--- src/rtl/mac_accumulator_16bit.sv ---
// Block accumulator: sums BLOCK_LEN unsigned 16-bit terms through one Kogge-Stone adder.
// Optional MAC_ACC_SAT_EN saturates the block sum at 16'hFFFF once a carry-out has occurred.

module kogge_stone_16bitt (
   input  logic [15:0] a,
   input  logic [15:0] b,
   input  logic        cin,
   output logic [15:0] s,
   output logic        cout
);
   logic [15:0] g0;
   logic [15:0] p0;
   logic [15:0] carry;

   genvar gi;
   generate
      for (gi = 0; gi < 16; gi++) begin : g_bit
         assign p0[gi] = a[gi] ^ b[gi];
         if (gi == 0) begin : g_lsb
            // Fold the carry-in into bit 0 so the prefix tree needs no extra column.
            assign g0[gi] = (a[gi] & b[gi]) | (p0[gi] & cin);
         end else begin : g_oth
            assign g0[gi] = a[gi] & b[gi];
         end
      end
   endgenerate

   always_comb begin : prefix
      logic [15:0] g_cur;
      logic [15:0] p_cur;
      logic [15:0] g_nxt;
      logic [15:0] p_nxt;
      g_cur = g0;
      p_cur = p0;
      g_nxt = g0;
      p_nxt = p0;
      for (int lv = 0; lv < 4; lv++) begin
         g_nxt = g_cur;
         p_nxt = p_cur;
         for (int b_i = 0; b_i < 16; b_i++) begin
            if (b_i >= (1 << lv)) begin
               g_nxt[b_i] = g_cur[b_i] | (p_cur[b_i] & g_cur[b_i - (1 << lv)]);
               p_nxt[b_i] = p_cur[b_i] & p_cur[b_i - (1 << lv)];
            end
         end
         g_cur = g_nxt;
         p_cur = p_nxt;
      end
      carry = g_cur;
   end

   assign s    = p0 ^ {carry[14:0], cin};
   assign cout = carry[15];
endmodule

module mac_accumulator_16bit #(
   parameter int BLOCK_LEN = 8
) (
   input  logic        clk,
   input  logic        rst_n,
   input  logic        clr,
   input  logic        in_valid,
   output logic        in_ready,
   input  logic [15:0] in_data,
   output logic        out_valid,
   input  logic        out_ready,
   output logic [15:0] out_data,
   output logic        out_ovf
);
   typedef enum logic {ST_ACC, ST_DONE} state_t;

   localparam logic [7:0] LAST_CNT = 8'(BLOCK_LEN - 1);

   state_t      state_reg;
   logic [15:0] acc_reg;
   logic        ovf_reg;
   logic [7:0]  cnt_reg;
   logic [15:0] sum;
   logic        sum_cout;
   logic [15:0] acc_next;

   kogge_stone_16bitt u_adder (
      .a    (acc_reg),
      .b    (in_data),
      .cin  (1'b0),
      .s    (sum),
      .cout (sum_cout)
   );

`ifdef MAC_ACC_SAT_EN
   assign acc_next = (sum_cout | ovf_reg) ? 16'hFFFF : sum;
`else
   assign acc_next = sum;
`endif

   always_ff @(posedge clk or negedge rst_n) begin
      if (!rst_n) begin
         state_reg <= ST_ACC;
         acc_reg   <= '0;
         ovf_reg   <= 1'b0;
         cnt_reg   <= '0;
      end else if (clr) begin
         state_reg <= ST_ACC;
         acc_reg   <= '0;
         ovf_reg   <= 1'b0;
         cnt_reg   <= '0;
      end else begin
         case (state_reg)
            ST_ACC: begin
               if (in_valid) begin
                  acc_reg <= acc_next;
                  ovf_reg <= ovf_reg | sum_cout;
                  if (cnt_reg == LAST_CNT) begin
                     // Count restarts here so it never exceeds BLOCK_LEN-1.
                     cnt_reg   <= '0;
                     state_reg <= ST_DONE;
                  end else begin
                     cnt_reg <= cnt_reg + 8'd1;
                  end
               end
            end
            ST_DONE: begin
               if (out_ready) begin
                  acc_reg   <= '0;
                  ovf_reg   <= 1'b0;
                  cnt_reg   <= '0;
                  state_reg <= ST_ACC;
               end
            end
            default: state_reg <= ST_ACC;
         endcase
      end
   end

   assign in_ready  = (state_reg == ST_ACC);
   assign out_valid = (state_reg == ST_DONE);
   assign out_data  = acc_reg;
   assign out_ovf   = ovf_reg;
endmodule

--- config.mk ---
export PLATFORM = sky130hd
export DESIGN_NAME = mac_accumulator_16bit
export DESIGN_NICKNAME = d
export VERILOG_FILES = /design/src/rtl/mac_accumulator_16bit.sv
export SDC_FILE = /design/constraint.sdc
export NUM_CORES = 1
export LEC_CHECK = 0
export ABC_AREA = 1
export BUFFER_PORTS_ARGS = -buffer_cell sky130_fd_sc_hd__buf_2
export CAP_MARGIN = 25
export CORE_UTILIZATION = 56
export CTS_CLUSTER_DIAMETER = 80
export CTS_CLUSTER_SIZE = 40
export DETAILED_ROUTE_END_ITERATION = 7
export PLACE_DENSITY_LB_ADDON = 0.12
export SLEW_MARGIN = 10
export SYNTH_ARGS = -nofsm -noshare
export SYNTH_HDL_FRONTEND = slang
export SYNTH_SLANG_ARGS = --single-unit
--- constraint.sdc ---
create_clock -name clk -period 2 [get_ports clk]
set_input_delay 0.4 -clock clk [delete_from_list [all_inputs] [get_ports clk]]
set_output_delay 0.4 -clock clk [all_outputs]
set_load 0.02 [all_outputs]
==> results.md, run 1 <==
* Post-synthesis average cell area at 6.46 um^2
* Pwr per Cell Area at 695 mW/mm^2
* First-pass GRT wire length at 8.47 mm
* Largest net degree at the start of global routing at 27
* Most instantiated library cell after synthesis: nand2_1
* Initial DRC Count at 139
* Total track usage at 0.259
* Dominant cell type by area after synthesis: dfrtp_1
* Async set or reset register ratio after synthesis at 1.00
* Vias per Instance at 5.08
* Synth Area in Compound Gates at 0.0847
* H-tree Lvls at 1
* Largest cells by area after synthesis: dfrtp_1 31%, nand2_1 22%, ha_1 10%
* Site Rows at 21
* Post-CTS Setup Inserts at 0
* GR peak layer: met2
* ANT nets after route at 0
* Global-route met2 utilization at 0.411
* Number of synthesized flops with an enable pin at 0
* Initial core utilization at 0.609
* Final setup viols at 0
* CORE AREA at 0.00347 mm^2
* Synth warnings at 0
* CTS tree: built
* RSZ-0062 raised after global routing: false
* Final hold viol count at 0
* CTS sink cnt at 26
* Post-synthesis xor/xnor area fraction at 0.00829
* Yosys cell types at 29
* DRC at 0
* Cell Area, Placed at 0.00236 mm^2
* DP HPWL at 3.55 mm
* Most frequent cells after synthesis: 124 x nand2_1, 56 x inv_1, 26 x dfrtp_1, 23 x nand3_1, 22 x nor2_1
* Main flop type after synthesis: dfrtp_1
* Leakage at 1.51 nW
* Cell Area, Synth at 0.00211 mm^2
* DR WL/cell at 11.0 um
* Maximum vdd ir drop at 0.415 mV
* Sequential share of the synthesized area at 0.308
* Largest family of logic cells by synthesized area: simple AND/OR/NAND/NOR gates
* Vias in the first global route at 2009
* CP endpoint kind: register
* Critical Path RT at 2.18 ns
* WP data arrival at 2.01 ns
* Largest register FFs at 16
* Diode count at 0
* Area grow syn2layout at 15.1%
* Pwr Total at 1.69 mW
* Simple-gate share of the synthesized area at 0.371
* Root buffer cell: clkbuf_8
* Worst hold path class: primary input to asynchronous set/reset pin
* Die Area at 0.00402 mm^2
* Met3 Use GR at 0.0380
* Mux contribution to synthesized area at 0
* Status: finished clean
* Rel. slew slack at 0.592
* Reg clk slew, reported paths at 0.10 ns
* Layout cells sized above 1 at 0.146
* Chip width at 63.4 um
* Total negative slack at 0 ns
* Design area at 0.00243 mm^2
* Ports at 40
* Slew Viols, Final at 0
* Worst-Margin Slew at 0.612 ns
* #FFs+latches synth at 26
* Synth Net Count at 366
* GPL Wtd Cong at 0.869
* Crit start category: register
* Clock Latency Late Sink at 0.28 ns
* Syn Inst Count at 327
* Via count at 2112
* # port buffers at 39
* Drt first pass iters at 6
* Hold bufs inserted after CTS at 0
* Fmax at 549 MHz
* Min Tclk post-route at 1.82 ns
* CP Max Fanout at 4
* Met1 Track Usage GR at 0.355
* Post-CTS Resized at 0
* CTS Buffer Depth at 2
* Nets at 410
* Period utilisation layout at 0.911
* GRT overflow at 0
* Cts bufs inserted at 3
* Final WL at 4.57 mm
* Max-cap violation count at 0
* Adder-cell share of the synthesized area at 0.110
* Initial antenna violation count at 0
* Final Skew at 0.00694 ns
* Die Span Y at 63.4 um
* Crit Path Category: register to register
* Top-area cell type share of the netlist area at 0.308
-- metal layers --
metal	share of wire	vias to the layer above
li1	-	1101
met2	0.45	66
met1	0.48	935
met3	0.051	10
met4	0.019	0
met5	0	-
-- final timing paths --
kind,to,slack (ns),cells past startpoint,from
hold / removal,out_data[7],0.12,1,rst_n
min in group clk,out_ovf,0.42,4,clr
hold reg to reg,out_data[3],0.51,1,out_data[3]
setup / recovery,out_data[12],0.18,13,out_data[0]
max in group asynchronous,out_data[14],1.48,1,rst_n
setup reg to reg,out_data[12],0.18,13,out_data[0]
-- through the flow --
stage,util,worst slack [ns],hold WS (ns),std cells
after detailed placement,0.681,0.0953,0.450,412
after global routing,0.701,0.00818,0.171,416
final,0.701,0.177,0.116,416
after floorplan,-,0.232,0.104,327
after CTS,0.701,0.192,0.140,416
after global placement,0.681,0.179,0.452,412
-- kinds of logic after synthesis --
family | after synthesis
fa+ha+maj | 18
compound gates | 32
simple gates | 187
buf+inv | 62
flops | 26
xor+xnor | 2
-- power by group --
part | leakage, nW | total, mW | switching, mW | internal [mW]
Clock | 0.0357 | 0.452 | 0.184 | 0.268
Sequential | 0.349 | 0.618 | 0.0416 | 0.577
Combinational | 1.12 | 0.621 | 0.401 | 0.220
Total | 1.51 | 1.69 | 0.626 | 1.07
-- layout make-up --
cell class              instances  area [um^2]
well taps                      46         57.6
clock buffers                   3         41.3
repair buffers                 42          218
flip-flops and latches         26          651
fillers                       335         1040
clock inverters                 1         30.0
multi-input cells             239         1210
inverters                      59          221
-- placed cells by master, fill, tap and decap left out, types with 2 or more instances in the layout --
| cell type | instances |
|---|---|
| xnor2_1 | 2 |
| a21oi_1 | 18 |
| inv_2 | 3 |
| nand3b_1 | 2 |
| o21ai_0 | 9 |
| and2_1 | 2 |
| dfrtp_1 | 26 |
| nand3_1 | 23 |
| buf_2 | 39 |
| nor3_1 | 5 |
| clkbuf_8 | 3 |
| or2_1 | 2 |
| buf_4 | 3 |
| ha_1 | 17 |
| nor2_1 | 22 |
| nand2_1 | 124 |
| inv_1 | 56 |
-- critical path, stage by stage, from the launching register on --
cell and delay, ns:
dfrtp_1 0.38, ha_1 0.18, inv_1 0.06, fa_1 0.35, inv_1 0.11, nand2_1 0.06
nand2_1 0.06, nand3_1 0.06, nand2_1 0.11, nand2_1 0.10, nand2_1 0.08, nand2_1 0.05
nand3_1 0.07, nand2_1 0.05
Note: power is estimated with default switching activity, not from simulation.
==> inputs of run 2 (changes only) <==
ABC_AREA = 0   (was 1)
CORE_UTILIZATION = 55   (was 56)
SYNTH_HIERARCHICAL = 1   (was unset)
==> results.md, run 2 <==
* Status: finished, violations left
* Violated checks: setup timing
* Total track usage at 0.263 (+0.00475)
* Chip width at 61.6 um (-2.9%)
* Crit Reg-Reg Startpoint: out_data[0]
* Largest family of logic cells by synthesized area: compound AO/OA/AOI/OAI gates
* CTS Buffer Depth at 2 (unchanged)
* Main flop type after synthesis: dfrtp_1
* First-pass GRT wire length at 7.40 mm (-13%)
* Final setup margin at -0.262 ns (-0.439 ns)
* Final setup viols at 10 (+10)
* Cts bufs inserted at 3 (unchanged)
* FF-to-FF path depth at 10 (-3)
* Adder-cell share of the synthesized area at 0.129 (+0.0192)
* Highest cell delay on the worst timing path at 0.44 ns (+0.06 ns)
* Post-synthesis average cell area at 9.82 um^2 (+52%)
* Initial DRC Count at 61 (-56%)
* Yosys cell types at 51 (+76%)
* Largest register FFs at 16 (unchanged)
* CP max-delay cell: dfrtp_2
* Fmax at 442 MHz (-19%)
* Site Rows at 21 (unchanged)
* Synth Area in Compound Gates at 0.278 (+0.194)
* Maximum vdd ir drop at 0.414 mV (-0.30%)
* Final Hold Slack at 0.0433 ns (-0.0726 ns)
* CTS tree: built
* DR WL/cell at 15.7 um (+43%)
* GRT overflow at 0 (unchanged)
* CP endpoint kind: register
* Syn Inst Count at 199 (-39%)
* Max-cap violation count at 0 (unchanged)
* Leakage at 1.23 nW (-18%)
* Largest net degree at the start of global routing at 27 (unchanged)
* Vias in the first global route at 1745 (-13%)
* Critical Path RT at 2.24 ns (+0.06 ns)
* Sequential share of the synthesized area at 0.333 (+0.0250)
* Crit path cell chain: fa_2 > inv_2 > fa_2 > nand2b_4 > a21oi_4 > o2111ai_2 > nand2_1 > a221o_1 > a32oi_1 > nor2_1
* #FFs+latches synth at 26 (unchanged)
* FF-to-FF setup slack at -0.26 ns (-0.44 ns)
* Root buffer cell: clkbuf_4
* Place WS at -0.319 ns (-0.414 ns)
* Via count at 1827 (-13%)
* Mux contribution to synthesized area at 0.0230 (+0.0230)
* Util after Layout at 0.744 (+0.0431)
* Simple-gate share of the synthesized area at 0.124 (-0.248)
* Initial antenna violation count at 0 (unchanged)
* Rel. slew slack at 0.603 (+0.0114)
* Pwr Total at 2.00 mW (+18%)
* Number of synthesized flops with an enable pin at 0 (unchanged)
* Async set or reset register ratio after synthesis at 1.00 (unchanged)
* Crit start category: register
* Final WL at 4.83 mm (+5.8%)
* RSZ-0062 raised after global routing: true
* Diode count at 0 (unchanged)
* Synth warnings at 6 (+6)
* Clock Power Share at 0.190 (-0.077)
* Synth Net Count at 239 (-35%)
* Worst-Margin Slew at 0.595 ns (-0.0171 ns)
* Largest cells by area after synthesis: dfrtp_1 33%, ha_1 11%, a22o_1 7.6%
* Crit-path most repeated cell: fa_2
* # port buffers at 39 (unchanged)
* DP HPWL at 3.47 mm (-2.2%)
* Crit path from: out_data[0]
* Final Skew at 0.00391 ns (-0.00303 ns)
* Crit Path Category: register to register
* Total negative slack at -1.51 ns (-1.51 ns)
* ANT nets after route at 0 (unchanged)
* Min Tclk post-route at 2.26 ns (+0.439 ns)
* CP Max Fanout at 3 (-1)
* Hold bufs inserted after CTS at 0 (unchanged)
* Pwr per Cell Area at 799 mW/mm^2 (+15%)
* Reg clk slew, reported paths at 0.16 ns (+0.06 ns)
* Worst setup path endpoint: out_ovf
* Sw frac at 0.376 (+0.00590)
* Worst hold path class: primary input to asynchronous set/reset pin
* WP data arrival at 2.51 ns (+0.50 ns)
* DRC at 0 (unchanged)
* CORE AREA at 0.00336 mm^2 (-3.0%)
* Int Power at 1.25 mW (+17%)
* Dominant cell type by area after synthesis: dfrtp_1
* Layout cells sized above 1 at 0.370 (+0.224)
* Nets at 303 (-26%)
* Commonest non-fill, non-tap cell in the layout: buf_2
* Area grow syn2layout at 28.1%
* Most instantiated library cell after synthesis: dfrtp_1
* Seq pwr share at 0.319 (-0.047)
* Slew Viols, Final at 0 (unchanged)
* Die Area at 0.00380 mm^2 (-5.7%)
* Post-synthesis xor/xnor area fraction at 0.0672 (+0.0589)
* Top-area cell type share of the netlist area at 0.333 (+0.0250)
* CTS sink cnt at 26 (unchanged)
* Clock Latency Late Sink at 0.33 ns (+0.05 ns)
* Vias per Instance at 5.93 (+17%)
* Most frequent cells after synthesis: 26 x dfrtp_1, 17 x a22o_1, 17 x ha_1, 13 x a21oi_1, 11 x nand2_1
* GPL Wtd Cong at 0.870 (+0.13%)
* Period utilisation layout at 1.13 (+0.219)
* End of the worst register-to-register path: out_ovf
* Final hold viol count at 0 (unchanged)
* Drt first pass iters at 4 (-2)
* Initial core utilization at 0.581 (-0.0282)
* Cell Area, Synth at 0.00195 mm^2 (-7.5%)
* Net Sw Power at 753 uW (+20%)
* Die Span Y at 61.6 um (-2.9%)
* Ports at 40 (unchanged)
* Commonest cells after routing, fill and taps aside: 39 x buf_2, 27 x buf_4, 25 x dfrtp_1
* Logic gate share of total power at 0.492 (+0.125)
* H-tree Lvls at 1 (unchanged)
==> run 2: changes by cell type in the layout (fill, tap and decap cells not counted), moves of 5 or more <==
cell,delta
a21oi_1,-5
inv_1,-47
nor2_1,-13
buf_4,+24
xnor2_1,+5
nand3_1,-19
xor2_1,+7
a22o_1,+16
o21ai_0,-5
o211ai_1,+5
nand2_1,-115
==> run 2: critical path, delay by kind of cell, from the launching register on <==
kind / cells / cell delay [ns]
AOI/OAI and AO/OA: 4 / 0.81
adders and majority gates: 2 / 0.54
DFF: 1 / 0.44
and+or+nand+nor: 3 / 0.32
buffers and inverters: 1 / 0.07
==> run 2: per-layer routing <==
layer / vias to the layer above / routed length, um / global-route usage
met1: 883 / 2020 / 0.333
met2: 47 / 2550 / 0.452
met5: - / 0 / 0
met4: 0 / 149 / 0.111
li1: 879 / - / -
met3: 18 / 117 / 0.0336
==> run 2: power by group through the flow <==
stage	combinational (mW)	sequential (mW)	clock, mW
3_3_place_gp	0.874	0.643	0
3_5_place_dp	0.896	0.648	0
6_report	0.984	0.637	0.380
2_1_floorplan	0.546	0.709	0
4_1_cts	0.936	0.638	0.386
5_1_grt	1.07	0.649	0.404
==> run 2: worst min path at each step <==
stage	from	to	depth (start not counted)
floorplan	rst_n	cnt_reg[0]	0
global placement	rst_n	out_data[2]	1
global route	rst_n	out_data[1]	1
detailed placement	rst_n	out_data[4]	1
finish	rst_n	out_data[11]	1
CTS	rst_n	out_data[1]	1
==> run 2: stage by stage <==
step                      cell area, um^2  instances
final                                2500        308
after global routing                 2500        308
after CTS                            2470        307
after detailed placement             2360        299
after global placement               2360        299
after floorplan                      1980        199
==> run 2: layout make-up <==
class                      instances  area, um^2
clock inverter                     1        30.0
timing repair buffer              67         409
tap                               46        57.6
inverter                          10        37.5
multi-input combinational        155        1290
clock buffer                       3        22.5
sequential                        26         652
fill                             285         860
==> run 2: logic make-up after synthesis <==
logic type | after synthesis
other | 1
AND/OR/NAND/NOR | 46
flip-flops | 26
AO/OA/AOI/OAI | 70
XOR/XNOR | 15
multiplexers | 4
buffers and inverters | 18
adder cells (fa/ha/maj) | 19
==> run 2: what timing repair did <==
action,in CTS,in global routing
buffers inserted,5,2
setup endpoints to repair,9,10
hold endpoints to repair,0,0
pin swaps,7,9
gates resized for setup,5,6
